<file path="config.mk">
export PLATFORM = sky130hd
export DESIGN_NAME = rank_filter_stream_ctrl
export DESIGN_NICKNAME = d
export VERILOG_FILES = /design/src/rtl/rank_filter_stream_ctrl.sv
export SDC_FILE = /design/constraint.sdc
export NUM_CORES = 1
export LEC_CHECK = 0
export CORE_MARGIN = 5
export CORE_UTILIZATION = 39
export DETAILED_ROUTE_END_ITERATION = 16
export PLACE_DENSITY_LB_ADDON = 0.1
export RECOVER_POWER = 25
export SETUP_SLACK_MARGIN = 0.05
export SYNTH_ARGS = -nofsm -noshare
export SYNTH_HDL_FRONTEND = slang
export SYNTH_SLANG_ARGS = --single-unit
</file>
<file path="constraint.sdc">
create_clock -name clk -period 1.7 [get_ports clk]
set_input_delay 0.425 -clock clk [delete_from_list [all_inputs] [get_ports clk]]
set_output_delay 0.425 -clock clk [all_outputs]
set_load 0.05 [all_outputs]
</file>
<file path="src/rtl/rank_filter_stream_ctrl.sv">
// Streams NUM_SAMPLES samples from an input ROM through an external rank-order
// filter core and writes each filtered result to an output RAM, with start/done
// handshaking, filter-latency compensation, single-step mode and result browsing.
module rank_filter_stream_ctrl #(
  parameter int DATA_BITS   = 8,
  parameter int NUM_SAMPLES = 255,
  parameter int ADDR_BITS   = 8,
  parameter int FILT_LAT    = 1,
  parameter int CNT_BITS    = $clog2(NUM_SAMPLES + 1)
) (
  input  logic                 clk,
  input  logic                 rst,
  input  logic                 start,
  input  logic                 step_mode,
  input  logic                 step,
  input  logic                 browse_up,
  input  logic                 browse_down,
  output logic [ADDR_BITS-1:0] rom_addr,
  input  logic [DATA_BITS-1:0] rom_data,
  output logic                 filt_clr,
  output logic                 filt_en,
  output logic [DATA_BITS-1:0] filt_in,
  input  logic [DATA_BITS-1:0] filt_out,
  output logic                 ram_we,
  output logic [ADDR_BITS-1:0] ram_waddr,
  output logic [DATA_BITS-1:0] ram_wdata,
  output logic [ADDR_BITS-1:0] ram_raddr,
  output logic                 busy,
  output logic                 done,
  output logic [CNT_BITS-1:0]  sample_count
);

  typedef enum logic [2:0] {
    ST_IDLE,
    ST_CLEAR,
    ST_RUN,
    ST_DRAIN,
    ST_DONE
  } state_t;

  localparam logic [CNT_BITS-1:0]  LAST_IDX  = CNT_BITS'(NUM_SAMPLES - 1);
  localparam logic [ADDR_BITS-1:0] LAST_ADDR = ADDR_BITS'(NUM_SAMPLES - 1);

  state_t                state;
  state_t                state_next;
  logic [CNT_BITS-1:0]   rd_ptr;
  logic [CNT_BITS-1:0]   wr_ptr;
  logic [FILT_LAT:0]     valid_pipe;
  logic [ADDR_BITS-1:0]  browse_addr;
  logic                  issue;
  logic                  write;

  // Bit 0 marks the cycle the ROM data reaches the filter; the tail bit marks
  // the cycle the filter result for that sample is valid and gets written.
  assign write = valid_pipe[FILT_LAT];

  // State register.
  always_ff @(posedge clk) begin
    if (rst) begin
      state <= ST_IDLE;
    end else begin
      state <= state_next;
    end
  end

  // Next-state decode plus the state-derived control outputs.
  always_comb begin
    state_next = state;
    filt_clr   = 1'b0;
    busy       = 1'b0;
    done       = 1'b0;
    issue      = 1'b0;
    case (state)
      ST_IDLE: begin
        if (start) state_next = ST_CLEAR;
      end
      ST_CLEAR: begin
        filt_clr   = 1'b1;
        busy       = 1'b1;
        state_next = ST_RUN;
      end
      ST_RUN: begin
        busy  = 1'b1;
        issue = !step_mode || step;
        if (issue && rd_ptr == LAST_IDX) state_next = ST_DRAIN;
      end
      ST_DRAIN: begin
        busy = 1'b1;
        if (write && wr_ptr == LAST_IDX) state_next = ST_DONE;
      end
      ST_DONE: begin
        done = 1'b1;
        if (start) state_next = ST_CLEAR;
      end
      default: state_next = ST_IDLE;
    endcase
  end

  // Read/write pointers and the issue-valid pipeline that covers ROM plus filter latency.
  always_ff @(posedge clk) begin
    if (rst || state == ST_CLEAR) begin
      rd_ptr     <= '0;
      wr_ptr     <= '0;
      valid_pipe <= '0;
    end else begin
      valid_pipe <= {valid_pipe[FILT_LAT-1:0], issue};
      if (issue) rd_ptr <= rd_ptr + CNT_BITS'(1);
      if (write) wr_ptr <= wr_ptr + CNT_BITS'(1);
    end
  end

  // Result browse pointer, wrapping within the populated RAM range.
  always_ff @(posedge clk) begin
    if (rst) begin
      browse_addr <= '0;
    end else if (browse_up && !browse_down) begin
      browse_addr <= (browse_addr == LAST_ADDR) ? '0 : browse_addr + ADDR_BITS'(1);
    end else if (browse_down && !browse_up) begin
      browse_addr <= (browse_addr == '0) ? LAST_ADDR : browse_addr - ADDR_BITS'(1);
    end
  end

  assign rom_addr     = ADDR_BITS'(rd_ptr);
  assign filt_en      = valid_pipe[0];
  assign filt_in      = valid_pipe[0] ? rom_data : '0;
  assign ram_we       = write;
  assign ram_waddr    = ADDR_BITS'(wr_ptr);
  assign ram_wdata    = write ? filt_out : '0;
  assign ram_raddr    = browse_addr;
  assign sample_count = wr_ptr;

endmodule
</file>
Word level (Yosys, flattened, before mapping)
Index checks and enable logic that the tools add are counted.
- input bits: 23
- bits in registers: 29
- latch bits: 0
- memory bits (read-only): 0
- logic and storage cells: 48
- memory bits (writable): 0
- memories: 0
- output and inout port bits: 53
- reductions and logical operators: 15
- $add $sub $neg: 4
- shift-type cells: 0
- div/mod/pow operators: 0
- bitwise logic cells: 0
- multipliers: 0
- order comparisons: 0
- mux-type cells: 14
- equal/unequal tests: 10
- operators by type and width (cell ; count):
    8-bit 2-to-1 mux ; 6
    8-bit by 1-bit adder with 8-bit output, second input constant ; 3
    8-bit == test, second input constant ; 3
    3-bit one-hot mux with 4 select lines ; 1
    3-bit 2-to-1 mux ; 3
    8-bit logical NOT ; 1
    8-bit by 1-bit subtractor with 8-bit output, second input constant ; 1
    3-bit by 2-bit == test with 1-bit output, second input constant ; 2
    1-bit logical AND ; 4
    1-bit 2-to-1 mux ; 4
    2-bit != test, second input constant ; 2
    3-bit by 1-bit == test with 1-bit output, second input constant ; 1
    3-bit == test, second input constant ; 1
    1-bit logical NOT ; 3
    3-bit logical NOT ; 1
    3-bit AND reduction ; 1
    3-bit OR reduction ; 1
    1-bit logical OR ; 2
    2-bit by 1-bit != test with 1-bit output, second input constant ; 1
    2-bit nonzero test ; 1
    2-bit OR reduction ; 1

Longest topological paths before layout
- word-level depth: 5
- depth in mapped cells: 8
- depth with buffers taken out: 6

Worst setup path after synthesis
OpenSTA, ideal clock, no wires.
- path kind: register to register
- from: reg browse_addr[0] (netlist: ram_raddr[0])
- to: reg browse_addr[2] (netlist: ram_raddr[2])
- path buffers: 1
- slack: -0.436 ns
- stages on the path, launching flop included: 8
- period minus slack after synthesis: 2.136 ns
- arrival time: 2.014 ns
- data required time: 1.578 ns
- library setup time: 0.122 ns
- cells stage by stage: dfxtp_1 -> clkbuf_1 -> inv_1 -> ha_1 -> or3b_2 -> o21ai_0 -> a21o_1 -> a221o_1
- word-level cells in the longest chain between the ends: 4
- elaborated cells between the ends (all ways): 8
- those cells by class: add/sub (2); eq/ne (1); mux (4); reduce/logical (1)
- RTL lines (item ; line ; source):
    start, declared ; 49 ; logic [ADDR_BITS-1:0] browse_addr;
    start signal, assigned ; 117 ; browse_addr <= (browse_addr == LAST_ADDR) ? '0 : browse_addr + ADDR_BITS'(1);
    start signal, assigned ; 119 ; browse_addr <= (browse_addr == '0) ? LAST_ADDR : browse_addr - ADDR_BITS'(1);
    8-bit by 1-bit subtractor with 8-bit output or 8-bit logical NOT (tied branches) ; 119 ;
    8-bit 2-to-1 mux ; 119 ;
    8-bit 2-to-1 mux ; 118 ; end else if (browse_down && !browse_up) begin
    8-bit 2-to-1 mux * ; 116 ; end else if (browse_up && !browse_down) begin
Mark *: on every way between the ends. The rest lies on a longest branch, timed or not. The select of a mux whose other input is x is not followed.
A chain may end at the register's enable or synchronous reset.

Worst setup path in the final report
- from: reg browse_addr[5] (netlist: ram_raddr[5])
- to: reg browse_addr[2] (netlist: ram_raddr[2])
- word-level cells in the longest chain between the ends: 4
- elaborated cells between the ends (all ways): 6
- those cells by class: eq/ne (1); mux (4); reduce/logical (1)
- RTL lines (item ; line):
    8-bit logical NOT ; 119
    8-bit 2-to-1 mux ; 119
    8-bit 2-to-1 mux ; 118
    8-bit 2-to-1 mux * ; 116
Marks and branches as above.

==> results_tabular.tex <==
\begin{tabular}{lr}
\hline
Metric & Value \\
\hline
\multicolumn{2}{l}{\textbf{Synthesis}} \\
\quad Ys async rst share & 0 \\
\quad Area share of the leading cell type in the synthesized netlist & 0.3055 \\
\quad Syn avg cell area & 7.789 sq um \\
\quad Post-synth top area cell & dfxtp\_1 \\
\quad Synthesis-stage register bit count & 29 \\
\quad Cell area after synthesis & 1901 sq um \\
\quad Post-synthesis cell type count & 48 \\
\quad Main area contributors after synthesis & dfxtp\_1 (31\%), nor2\_1 (6.9\%), and2\_1 (5.9\%), ha\_1 (5.9\%), xnor2\_1 (4.6\%) \\
\quad Post-Syn Nets & 276 \\
\quad Number of standard cells after synthesis & 244 \\
\quad Most common cell in the synthesized netlist & nor2\_1 \\
\quad Sequential area share after synthesis & 0.3055 \\
\quad Most used standard cells in the synthesized netlist & nor2\_1 (35), dfxtp\_1 (29), and2\_1 (18), nand2\_1 (14), clkbuf\_1 (11) \\
\quad Count of flip-flops with a built-in enable after synthesis & 0 \\
\quad YS warnings & 0 \\
\quad Most used flip-flop cell after synthesis & dfxtp\_1 \\
\multicolumn{2}{l}{\textbf{Power and ir drop}} \\
\quad Power density of the placed cells & 733.3 nW/um\^{}2 \\
\quad Combinational fraction of design power & 0.466 \\
\quad P\_int & 0.001594 W \\
\quad Switching portion of total power & 0.3753 \\
\quad Portion of total power attributed to the clock network & 0.214 \\
\quad Static leakage power & 1.408 nW \\
\quad Sw power & 0.0009576 W \\
\quad Maximum VDD drop & 0.4367 mV \\
\quad Flop pwr share & 0.320 \\
\multicolumn{2}{l}{\textbf{STA}} \\
\quad Fraction of the cycle the final worst path needs & 0.9636 \\
\quad Final-layout worst hold slack & 508.3 ps \\
\quad Pins Over Slew Limit & 0 \\
\quad Slew at the pin with the worst max-slew slack & 515.3 ps \\
\quad Number of setup violations in the final report & 0 \\
\quad Min Tclk post-route & 1638 ps \\
\quad Worst slew slack as a fraction of its limit & 0.6559 \\
\quad Number of endpoints with negative hold slack in the final report & 0 \\
\quad Unrepaired setup endpoints after global routing & true \\
\quad Worst Clk Skew & 6.989 ps \\
\quad Maximum clock frequency & 0.6105 GHz \\
\multicolumn{2}{l}{\textbf{Clock network}} \\
\quad Clock Path Buffers & 2 \\
\quad Number of CTS-inserted buffers & 5 \\
\quad Clock-pin slew on the worst setup and hold paths & 60 ps \\
\quad H-tree level count & 2 \\
\quad Number of sinks handled by clock tree synthesis & 29 \\
\quad Hold\_buf cts & 0 \\
\quad CTS Root Cell & clkbuf\_8 \\
\quad Worst-Skew Late Latency & 280 ps \\
\quad CTS tree & done \\
\multicolumn{2}{l}{\textbf{Layout}} \\
\quad Relative area change from synthesis to final layout & 83.08\% \\
\quad Fill cells & 343 \\
\quad Layout cells sized above 1 & 0.3433 \\
\quad Multi-input combinational cell area & 1244 sq um \\
\quad Final core utilization & 0.7367 \\
\quad Post-layout net count & 366 \\
\quad FF+latch area & 596.8 sq um \\
\quad Number of diodes & 0 \\
\multicolumn{2}{l}{\textbf{Global routing}} \\
\quad Via count of the first global-routing pass & 2100 \\
\quad Global-route wire length before repair & 9.453 mm \\
\quad Antenna violations before repair & 0 \\
\quad Total overflow reported by the global router & 0 \\
\quad Global-route usage over all layers & 0.1853 \\
\quad Maximum number of pins on one net before global-route repair & 17 \\
\multicolumn{2}{l}{\textbf{Setup path}} \\
\quad Critical Path Start & ram\_raddr[5]\$\_SDFFE\_PP0P\_ \\
\quad Type of element launching the critical path & flip-flop \\
\quad Required time worst endpoint & 1870 ps \\
\quad Critical Path End Type & flip-flop \\
\quad Critical-path maximum fanout & 10 \\
\quad Critical setup path kind & reg2reg \\
\quad Delay of the slowest cell on the worst path & 550 ps \\
\quad Startpoint of the lowest-slack register-to-register path & ram\_raddr[5]\$\_SDFFE\_PP0P\_ \\
\quad Critical Path AT & 1810 ps \\
\quad Slowest stage cell on the critical path & dfxtp\_1 \\
\quad Critical path, cell by cell & or4\_4 -> buf\_4 -> o21ai\_0 -> a21o\_1 -> a221o\_1 \\
\multicolumn{2}{l}{\textbf{Status}} \\
\quad Status & complete, no violations \\
\multicolumn{2}{l}{\textbf{Drt}} \\
\quad Post-detailed-route via-to-cell ratio & 5.221 \\
\quad Detailed Route WL & 5.801 mm \\
\quad Count of TritonRoute iterations in the first routing pass & 4 \\
\quad Routed via count & 2099 \\
\quad DRT antenna net count & 0 \\
\quad First-iteration detailed-routing DRC count & 94 \\
\quad DRC errors left & 0 \\
\quad Post-DR wirelength/cell & 14.43 um \\
\multicolumn{2}{l}{\textbf{Placement}} \\
\quad DP HPWL & 4.394 mm \\
\quad Final Wtd Congestion & 0.8968 \\
\quad Buffers on Ports & 75 \\
\multicolumn{2}{l}{\textbf{Floorplan}} \\
\quad Die Width & 79.81 um \\
\quad Chip Height & 79.81 um \\
\quad Boundary Pins & 76 \\
\quad Initial core utilization & 0.4024 \\
\quad Die area & 6370 sq um \\
\quad Floorplan core area & 4723 sq um \\
\quad Floorplan row count & 25 \\
\multicolumn{2}{l}{\textbf{Min path}} \\
\quad Worst Min Path Start & valid\_pipe[0]\$\_SDFF\_PP0\_ \\
\quad Type of the most critical hold path & reg2reg \\
\multicolumn{2}{l}{\textbf{Run}} \\
\quad Max-capacitance violation count & 0 \\
\hline
\end{tabular}
==> cell usage in the layout, fill, tap and decap left out, types with 3 or more instances in the layout <==
cell type	instances
nand4_1	9
clkbuf_8	5
clkbuf_1	5
xor2_1	5
a211oi_1	3
clkdlybuf4s50_1	20
a31oi_1	6
and2_4	3
and2_1	15
a21oi_1	6
xnor2_1	10
nor3_1	7
o21ai_0	7
dlymetal6s2s_1	5
buf_4	23
dfxtp_2	7
dfxtp_1	20
clkbuf_2	3
nand2_1	14
nand3_1	8
nor2_1	32
buf_12	47
ha_1	7
nor3b_1	3
inv_1	6
==> critical path, delay by kind of cell (launching register included) <==
| kind | cells | cell delay, ps |
|---|---|---|
| buffers and inverters | 1 | 130 |
| AO/OA/AOI/OAI | 3 | 590 |
| flip-flops | 1 | 550 |
| AND/OR/NAND/NOR | 1 | 260 |
==> state kept, by name (all words and copies together), names as in the netlist <==
signal / flops
state: 3
rom_addr: 8
ram_waddr: 8
ram_raddr: 8
valid_pipe: 2
==> layer usage <==
metal | global-route usage | share of wire | vias up
met4 | 0.05574 | 0.011 | 0
met3 | 0.07336 | 0.085 | 9
met1 | 0.2149 | 0.41 | 982
li1 | - | - | 1029
met5 | 0 | 0 | -
met2 | 0.3130 | 0.49 | 79
==> kinds of logic after synthesis <==
kind of cell	after synthesis	share of synthesized area
multiplexers	2	0.01119
AND/OR/NAND/NOR	121	0.3410
adder cells (fa/ha/maj)	9	0.05925
flip-flops	29	0.3055
XOR/XNOR	15	0.06912
buffers and inverters	31	0.08229
AO/OA/AOI/OAI	37	0.1317
==> timing repair <==
| item | CTS | global route |
|---|---|---|
| pin swaps | 2 | 3 |
| setup endpoints to repair | 8 | 16 |
| gates cloned | 1 | 0 |
| resized for setup | 15 | 6 |
| setup buffers | 3 | 2 |
==> area by class of cell <==
| class | instances | share of cell area |
|---|---|---|
| Clock buffer | 6 | 0.02086 |
| Clock inverter | 2 | 0.002877 |
| Inverter | 8 | 0.009349 |
| Multi-Input combinational cell | 184 | 0.3574 |
| Sequential cell | 29 | 0.1715 |
| Tap cell | 67 | 0.02409 |
| Timing Repair Buffer | 106 | 0.4139 |
==> power groups by stage <==
stage	clock network (W)	logic (W)	registers, W
CTS	0.000550	0.00116	0.000817
floorplan	0	0.000548	0.000963
detailed placement	0	0.00111	0.000828
global route	0.000582	0.00126	0.000825
finish	0.000545	0.00119	0.000818
global placement	0	0.00110	0.000827
==> through the flow <==
stage                     std cells  total power [W]  setup WS [ps]  area, sq um  TNS [ps]
after floorplan                 244         0.001511         -77.67         1958    -142.6
after global placement          388         0.001926         -410.8         3366     -2381
after detailed placement        388         0.001936         -421.3         3366     -2625
after CTS                       400         0.002527          50.80         3545         0
after global routing            402         0.002663          22.17         3480         0
final                           402         0.002551          61.88         3480         0
==> final timing paths <==
path	slack [ps]	cells past startpoint	to
max	60	5	ram_raddr[2]$_SDFFE_PP0P_
min	510	2	valid_pipe[1]$_SDFF_PP0_
max reg2reg	60	5	ram_raddr[2]$_SDFFE_PP0P_
min reg2reg	510	2	valid_pipe[1]$_SDFF_PP0_
Power figures use the tool's default switching activity.
